<file path="src/rtl/wb2axil_master.sv">
// Wishbone (pipelined) slave to AXI4-Lite master bridge.
// One AXI transaction in flight at a time; the Wishbone side stalls until
// the AXI response returns, then sees a single ack or err pulse.
module wb2axil_master #(
  parameter int C_AXI_ADDR_WIDTH = 28,
  parameter int LGAXI            = 2,
  localparam int AW              = C_AXI_ADDR_WIDTH,
  localparam int WBAW            = C_AXI_ADDR_WIDTH - LGAXI
) (
  input  logic            i_clk,
  input  logic            i_reset,
  // Wishbone
  input  logic            i_wb_cyc,
  input  logic            i_wb_stb,
  input  logic            i_wb_we,
  input  logic [WBAW-1:0] i_wb_addr,
  input  logic [31:0]     i_wb_data,
  input  logic [3:0]      i_wb_sel,
  output logic            o_wb_stall,
  output logic            o_wb_ack,
  output logic [31:0]     o_wb_data,
  output logic            o_wb_err,
  // AXI write address
  output logic            o_axi_awvalid,
  input  logic            i_axi_awready,
  output logic [AW-1:0]   o_axi_awaddr,
  // AXI write data
  output logic            o_axi_wvalid,
  input  logic            i_axi_wready,
  output logic [31:0]     o_axi_wdata,
  output logic [3:0]      o_axi_wstrb,
  // AXI write response
  input  logic            i_axi_bvalid,
  output logic            o_axi_bready,
  input  logic [1:0]      i_axi_bresp,
  // AXI read address
  output logic            o_axi_arvalid,
  input  logic            i_axi_arready,
  output logic [AW-1:0]   o_axi_araddr,
  // AXI read data
  input  logic            i_axi_rvalid,
  output logic            o_axi_rready,
  input  logic [31:0]     i_axi_rdata,
  input  logic [1:0]      i_axi_rresp
);

  typedef enum logic [1:0] {IDLE, WRITE, READ} state_t;

  state_t state, state_d;
  logic   accept, done, resp_err, abort;

  // Only bit 1 of the response codes distinguishes OKAY/EXOKAY from errors.
  logic unused_resp_lsb;
  assign unused_resp_lsb = &{1'b0, i_axi_bresp[0], i_axi_rresp[0]};

  assign o_wb_stall = (state != IDLE);

  // Next-state logic plus the per-cycle accept/complete strobes.
  always_comb begin
    state_d  = state;
    accept   = 1'b0;
    done     = 1'b0;
    resp_err = 1'b0;
    case (state)
      IDLE: begin
        if (i_wb_cyc && i_wb_stb) begin
          accept  = 1'b1;
          state_d = i_wb_we ? WRITE : READ;
        end
      end
      WRITE: begin
        if (i_axi_bvalid) begin
          done     = 1'b1;
          resp_err = i_axi_bresp[1];
          state_d  = IDLE;
        end
      end
      READ: begin
        if (i_axi_rvalid) begin
          done     = 1'b1;
          resp_err = i_axi_rresp[1];
          state_d  = IDLE;
        end
      end
      default: state_d = IDLE;
    endcase
  end

  // State register.
  always_ff @(posedge i_clk) begin
    if (i_reset) state <= IDLE;
    else         state <= state_d;
  end

  // AXI request valids: raised on accept, each dropped only by its own handshake.
  always_ff @(posedge i_clk) begin
    if (i_reset) begin
      o_axi_awvalid <= 1'b0;
      o_axi_wvalid  <= 1'b0;
      o_axi_arvalid <= 1'b0;
    end else if (accept) begin
      o_axi_awvalid <= i_wb_we;
      o_axi_wvalid  <= i_wb_we;
      o_axi_arvalid <= !i_wb_we;
    end else begin
      if (o_axi_awvalid && i_axi_awready) o_axi_awvalid <= 1'b0;
      if (o_axi_wvalid && i_axi_wready)   o_axi_wvalid  <= 1'b0;
      if (o_axi_arvalid && i_axi_arready) o_axi_arvalid <= 1'b0;
    end
  end

  // Request payload; loaded only from IDLE so it is stable while any valid is up.
  always_ff @(posedge i_clk) begin
    if (accept) begin
      o_axi_awaddr <= {i_wb_addr, {LGAXI{1'b0}}};
      o_axi_araddr <= {i_wb_addr, {LGAXI{1'b0}}};
      o_axi_wdata  <= i_wb_data;
      o_axi_wstrb  <= i_wb_sel;
    end
  end

  // Response readies are always open outside reset.
  always_ff @(posedge i_clk) begin
    o_axi_bready <= !i_reset;
    o_axi_rready <= !i_reset;
  end

  // Wishbone response pulse, abort tracking and read data capture.
  always_ff @(posedge i_clk) begin
    if (i_reset) begin
      o_wb_ack  <= 1'b0;
      o_wb_err  <= 1'b0;
      o_wb_data <= 32'h0;
      abort     <= 1'b0;
    end else begin
      o_wb_ack <= 1'b0;
      o_wb_err <= 1'b0;
      if (state == READ && i_axi_rvalid) o_wb_data <= i_axi_rdata;
      if (done) begin
        abort <= 1'b0;
        // A dropped cycle (now or earlier in this transaction) swallows the reply.
        if (!abort && i_wb_cyc) begin
          o_wb_ack <= !resp_err;
          o_wb_err <= resp_err;
        end
      end else if (state != IDLE && !i_wb_cyc) begin
        abort <= 1'b1;
      end
    end
  end

endmodule

</file>
<file path="config.mk">
export PLATFORM = sky130hd
export DESIGN_NAME = wb2axil_master
export DESIGN_NICKNAME = d
export VERILOG_FILES = /design/src/rtl/wb2axil_master.sv
export SDC_FILE = /design/constraint.sdc
export NUM_CORES = 1
export LEC_CHECK = 0
export BUFFER_PORTS_ARGS = -buffer_cell sky130_fd_sc_hd__buf_2
export CELL_PAD_IN_SITES_DETAIL_PLACEMENT = 1
export CELL_PAD_IN_SITES_GLOBAL_PLACEMENT = 2
export CORE_ASPECT_RATIO = 1.1
export CORE_UTILIZATION = 26
export CTS_CLUSTER_DIAMETER = 30
export DETAILED_ROUTE_END_ITERATION = 10
export GPL_TIMING_DRIVEN = 1
export PLACE_DENSITY = 0.95
export SLEW_MARGIN = 20
export SYNTH_ARGS = -nofsm -noshare
export SYNTH_HDL_FRONTEND = slang
export SYNTH_SLANG_ARGS = --single-unit
</file>
<file path="constraint.sdc">
create_clock -name i_clk -period 4.5 [get_ports i_clk]
set_clock_uncertainty 0.1 [all_clocks]
set_input_delay 0.225 -clock i_clk [delete_from_list [all_inputs] [get_ports i_clk]]
set_output_delay 0.225 -clock i_clk [all_outputs]
set_load 0.02 [all_outputs]
</file>
Yosys cells after proc, flatten, opt, wreduce, memory -nomap -nowiden
Index checks and enable logic that the tools add are counted.
{ "classes": {"eq_ne": 5, "mux": 19, "bitwise": 2, "reduce_logical": 20} }
{ "op_table": {"columns": ["op", "n"], "rows": [
  ["1-bit 2-to-1 mux", 12],
  ["2-bit 2-to-1 mux", 4],
  ["2-bit nonzero test", 4],
  ["1-bit logical AND", 7],
  ["2-bit inequality test (second input constant)", 3],
  ["2-bit case mux with 3 select lines", 1],
  ["1-bit logical NOT", 5],
  ["1-bit case mux with 2 select lines", 2],
  ["3-bit AND reduction", 1],
  ["3-bit OR reduction", 1],
  ["2-bit by 1-bit equality test with 1-bit output (second input constant)", 1],
  ["2-bit equality test (second input constant)", 1],
  ["2-bit logical NOT", 1],
  ["1-bit inverter", 2],
  ["2-bit OR reduction", 1]
]} }
{ "totals": {"register_bits": 103, "in_bits": 108, "output_inout_bits": 132, "word_cells": 58} }

Logic depth before layout (Yosys ltp)
{ "depth": {"depth_word": 4, "mapped_depth": 7, "depth_no_buf": 5} }

Worst setup path before layout
No wires, ideal clock.
{ "synth_path": {"path_type": "register to register", "from": "register state[0]", "to": "register o_axi_awaddr[10] (enable)", "setup_time_ps": 416, "arrival_time_ps": 1944, "required_time_ps": 3984, "slack_ps": 2040, "path_stages_with_launch": 5, "path_buffers": 0, "cell_sequence": "dfxtp_1 inv_1 ha_1 nand3_2 inv_1"} }
{ "synth_between": {"elab_chain_cells": 2} }
{ "synth_lines": {"columns": ["element", "line", "text"], "rows": [
  ["start, declared", "49", "state_t state, state_d;"],
  ["start signal, assigned", "92", "else state <= state_d;"],
  ["2-bit logical NOT", "64", "case (state)"],
  ["1-bit 2-to-1 mux", "64", null],
  ["named net accept", "50", "logic accept, done, resp_err, abort;"],
  ["end signal, assigned", "115", "o_axi_awaddr <= {i_wb_addr, {LGAXI{1'b0}}};"],
  ["end, declared", "26", "output logic [AW-1:0] o_axi_awaddr,"]
]} }
The timed path passes the listed nets, and every way through them passes these cells.
A chain may end at the register's enable or synchronous reset.

Worst setup path in the final report
{ "layout_path": {"from": "register state[0]", "to": "register o_axi_awaddr[3] (enable)"} }
Same word-level chain as after synthesis.

==> run metrics <==
first-pass GRT wire length 18800 um; Die Span Y 126 um; Synth Area per Inst around 13 um^2; final non-filler cell total 738; Post-DP HPWL roughly 8600 um; Setup TNS Final 0 ns; RePlAce Congestion 0.744; core area ~0.013 mm^2; DR WL/cell between 15 and 20 um; 1st-iter DRT viols 82; Max Freq around 420 MHz; DRC violations left 0; VDD IR max 0.161 mV; Tot GR Track Use roughly 18%; Hold Path Class in2reg; num rows 44; TritonCTS clock tree done; Critical Path RT approximately 4.4 ns; vias per std cell roughly 4.2; CP cell instances inv_1 -> ha_1 -> nand3_2 -> inv_2 -> buf_4; Worst R2R End o_axi_awaddr[3]; gate count of the mapped netlist between 200 and 300; layout cells sized above 1 46.0%; Synth area leader edfxtp_1; CP startpoint kind flip-flop; post-synth top area share about half; Detail Route Antenna Nets 0; run status finished, final reports clean; Die Area between 0.01 and 0.015 mm^2; R2R cell count 5; Leakage ~2.5 nW; pwr dens ~360 mW/mm^2; #FFs+latches synth ~100; CTS sink count 103; largest net degree at the start of global routing 40; Tot Pwr 0.00207 W; critical path endpoint o_axi_awaddr[3]; Root Driver clkbuf_16; # Post-CTS Setup Buffers 0; final hold vios 0; WL final about 13000 um; Mapped Area around 0.0036 mm^2; crit share post-route 52.7%; count of final max-slew check failures 0; RSZ-0062 raised after global routing no; fin nets 660; final setup fails 0; initial core utilization a little over a quarter; Least-Margin Pin Slew approximately 0.72 ns; R2R Path Start state[0]; vias in the first global route 3410; post-synthesis cell type count 26; worst-path fanout max 37; highest cell delay on the worst timing path ~0.53 ns; CP arrival between 2 and 2.5 ns; die width 114 um; gr ovfl total 0; IO Port Bufs between 200 and 250; Slew HR roughly 52%; ANT cells 0; Max Cap Viol 0; Final min period approximately 2.4 ns; Seq/Total Area, Yosys approximately three quarters; Clock Path Buffers 2; worst setup path startpoint state[0]; DR vias about 3.1k; CTS clk-pin slew, worst paths 0.07 ns; DR pass1 iterations 4; number of buffers created by CTS 9; clock latency on the worst-skew pair 0.34 ns; WS Path Type reg2reg; FILL cells between 1.5k and 2k; htree depth 3; top post-synthesis cells by area edfxtp_1 52%, dfxtp_1 23%, nand2_1 6.8%; I/O pin total 240; Synth warnings 0; antenna violations before repair 0; Max stage delay cell, worst path buf_4; Placed Cells 658; Worst R2R Setup Slack about 2.1 ns; area grow syn2layout 57.6%; CP endpoint kind flip-flop
-- final cells by class --
| cell class | count | area (um^2) | area share (%) |
|---|---|---|---|
| sequential | 103 | 2680 | 47.2 |
| timing repair buffer | 299 | 1820 | 32.1 |
| multi-input combinational | 130 | 637 | 11.2 |
| clock buffer | 10 | 239 | 4.21 |
| tap | 184 | 230 | 4.05 |
| clock inverter | 6 | 50.0 | 0.881 |
| inverter | 6 | 22.5 | 0.396 |
-- critical path: cells and delay by family (launching register included) --
family,cells,cell delay [ns]
simple gates,1,0.20
buf+inv,3,1.10
flops,1,0.32
fa+ha+maj,1,0.27
-- report_power, final --
part / total [W] / switching (W) / internal [W] / leakage (nW)
logic: 0.000253 / 0.000145 / 0.000108 / 1.43
clock network: 0.000761 / 0.000362 / 0.000399 / 0.143
registers: 0.00106 / 0.0000154 / 0.00104 / 0.910
-- cell families after synthesis --
group	share of synthesized area, %
other	0.104
DFF	74.4
adders and majority gates	1.04
and+or+nand+nor	9.78
AOI/OAI and AO/OA	6.35
buffers and inverters	8.33
-- what timing repair did --
item	4_1_cts	5_1_grt
hold endpoints to repair	64	0
resized for setup	0	0
hold buffers	64	0
-- Yosys cell counts --
cell type  instances
nand2_1           65
edfxtp_1          62
dfxtp_1           41
a21oi_1           37
buf_4             31
buf_1              6
inv_1              6
buf_2              3
ha_1               3
nand3b_1           3
clkbuf_1           2
nor2b_1            2
nor3_1             2
o31ai_1            2
or4_1              2
a21boi_0           1
a32o_1             1
and2_1             1
and2b_1            1
conb_1             1
nand3_2            1
nand4_1            1
nand4b_1           1
nor2_1             1
o221a_2            1
or2_2              1
-- sequential cells by signal, indices dropped and copies added (netlist names) --
| name | count |
|---|---|
| state | 2 |
| o_wb_ack | 1 |
| abort | 1 |
| o_wb_data | 32 |
| o_axi_rready | 1 |
| o_wb_err | 1 |
| o_axi_wstrb | 4 |
| o_axi_wvalid | 1 |
| o_axi_arvalid | 1 |
| o_axi_awvalid | 1 |
| o_axi_wdata | 32 |
| o_axi_awaddr | 26 |
-- how the worst min path moves through the flow --
stage                         start               to  slack [ns]  depth (start not counted)
finish              i_axi_rdata[15]    o_wb_data[15]        0.02                          3
CTS                 i_axi_rdata[11]    o_wb_data[11]       0.003                          3
detailed placement    i_wb_data[25]  o_axi_wdata[25]        0.30                          1
global placement      i_wb_data[22]  o_axi_wdata[22]        0.30                          1
global route        i_axi_rdata[15]    o_wb_data[15]       0.004                          3
floorplan                   i_reset     o_axi_rready        0.21                          1
-- stage by stage --
step                      utilization [%]  instance area, um^2  worst slack, ns  hold WS [ns]
after CTS                            42.5                 5680             2.07       0.00289
after global placement               35.5                 4750             2.24         0.302
after global routing                 42.5                 5680             1.95       0.00375
after floorplan                         -                 3620             2.04         0.214
final                                42.5                 5680             2.13        0.0154
after detailed placement             35.5                 4750             2.08         0.303
-- placed cells by master (no fill, tap or decap), drive strengths merged, types with 2 or more instances in the layout --
cell type and instances:
clkinv 3, dfxtp 41, o31ai 2, nor3 2, a21oi 37, buf 235
dlygate4sd3 64, nand3b 3, edfxtp 62, or4 2, ha 3, conb 4
clkbuf 10, nor2b 2, nand2 65, inv 9
-- per-layer routing --
layer,global-route usage [%],vias up,wire [um]
met3,7.37,15,1290
met1,17.9,1465,4630
met5,0,-,0
met4,6.57,0,256
met2,32.9,166,6620
li1,-,1456,-
Power figures use the tool's default switching activity.
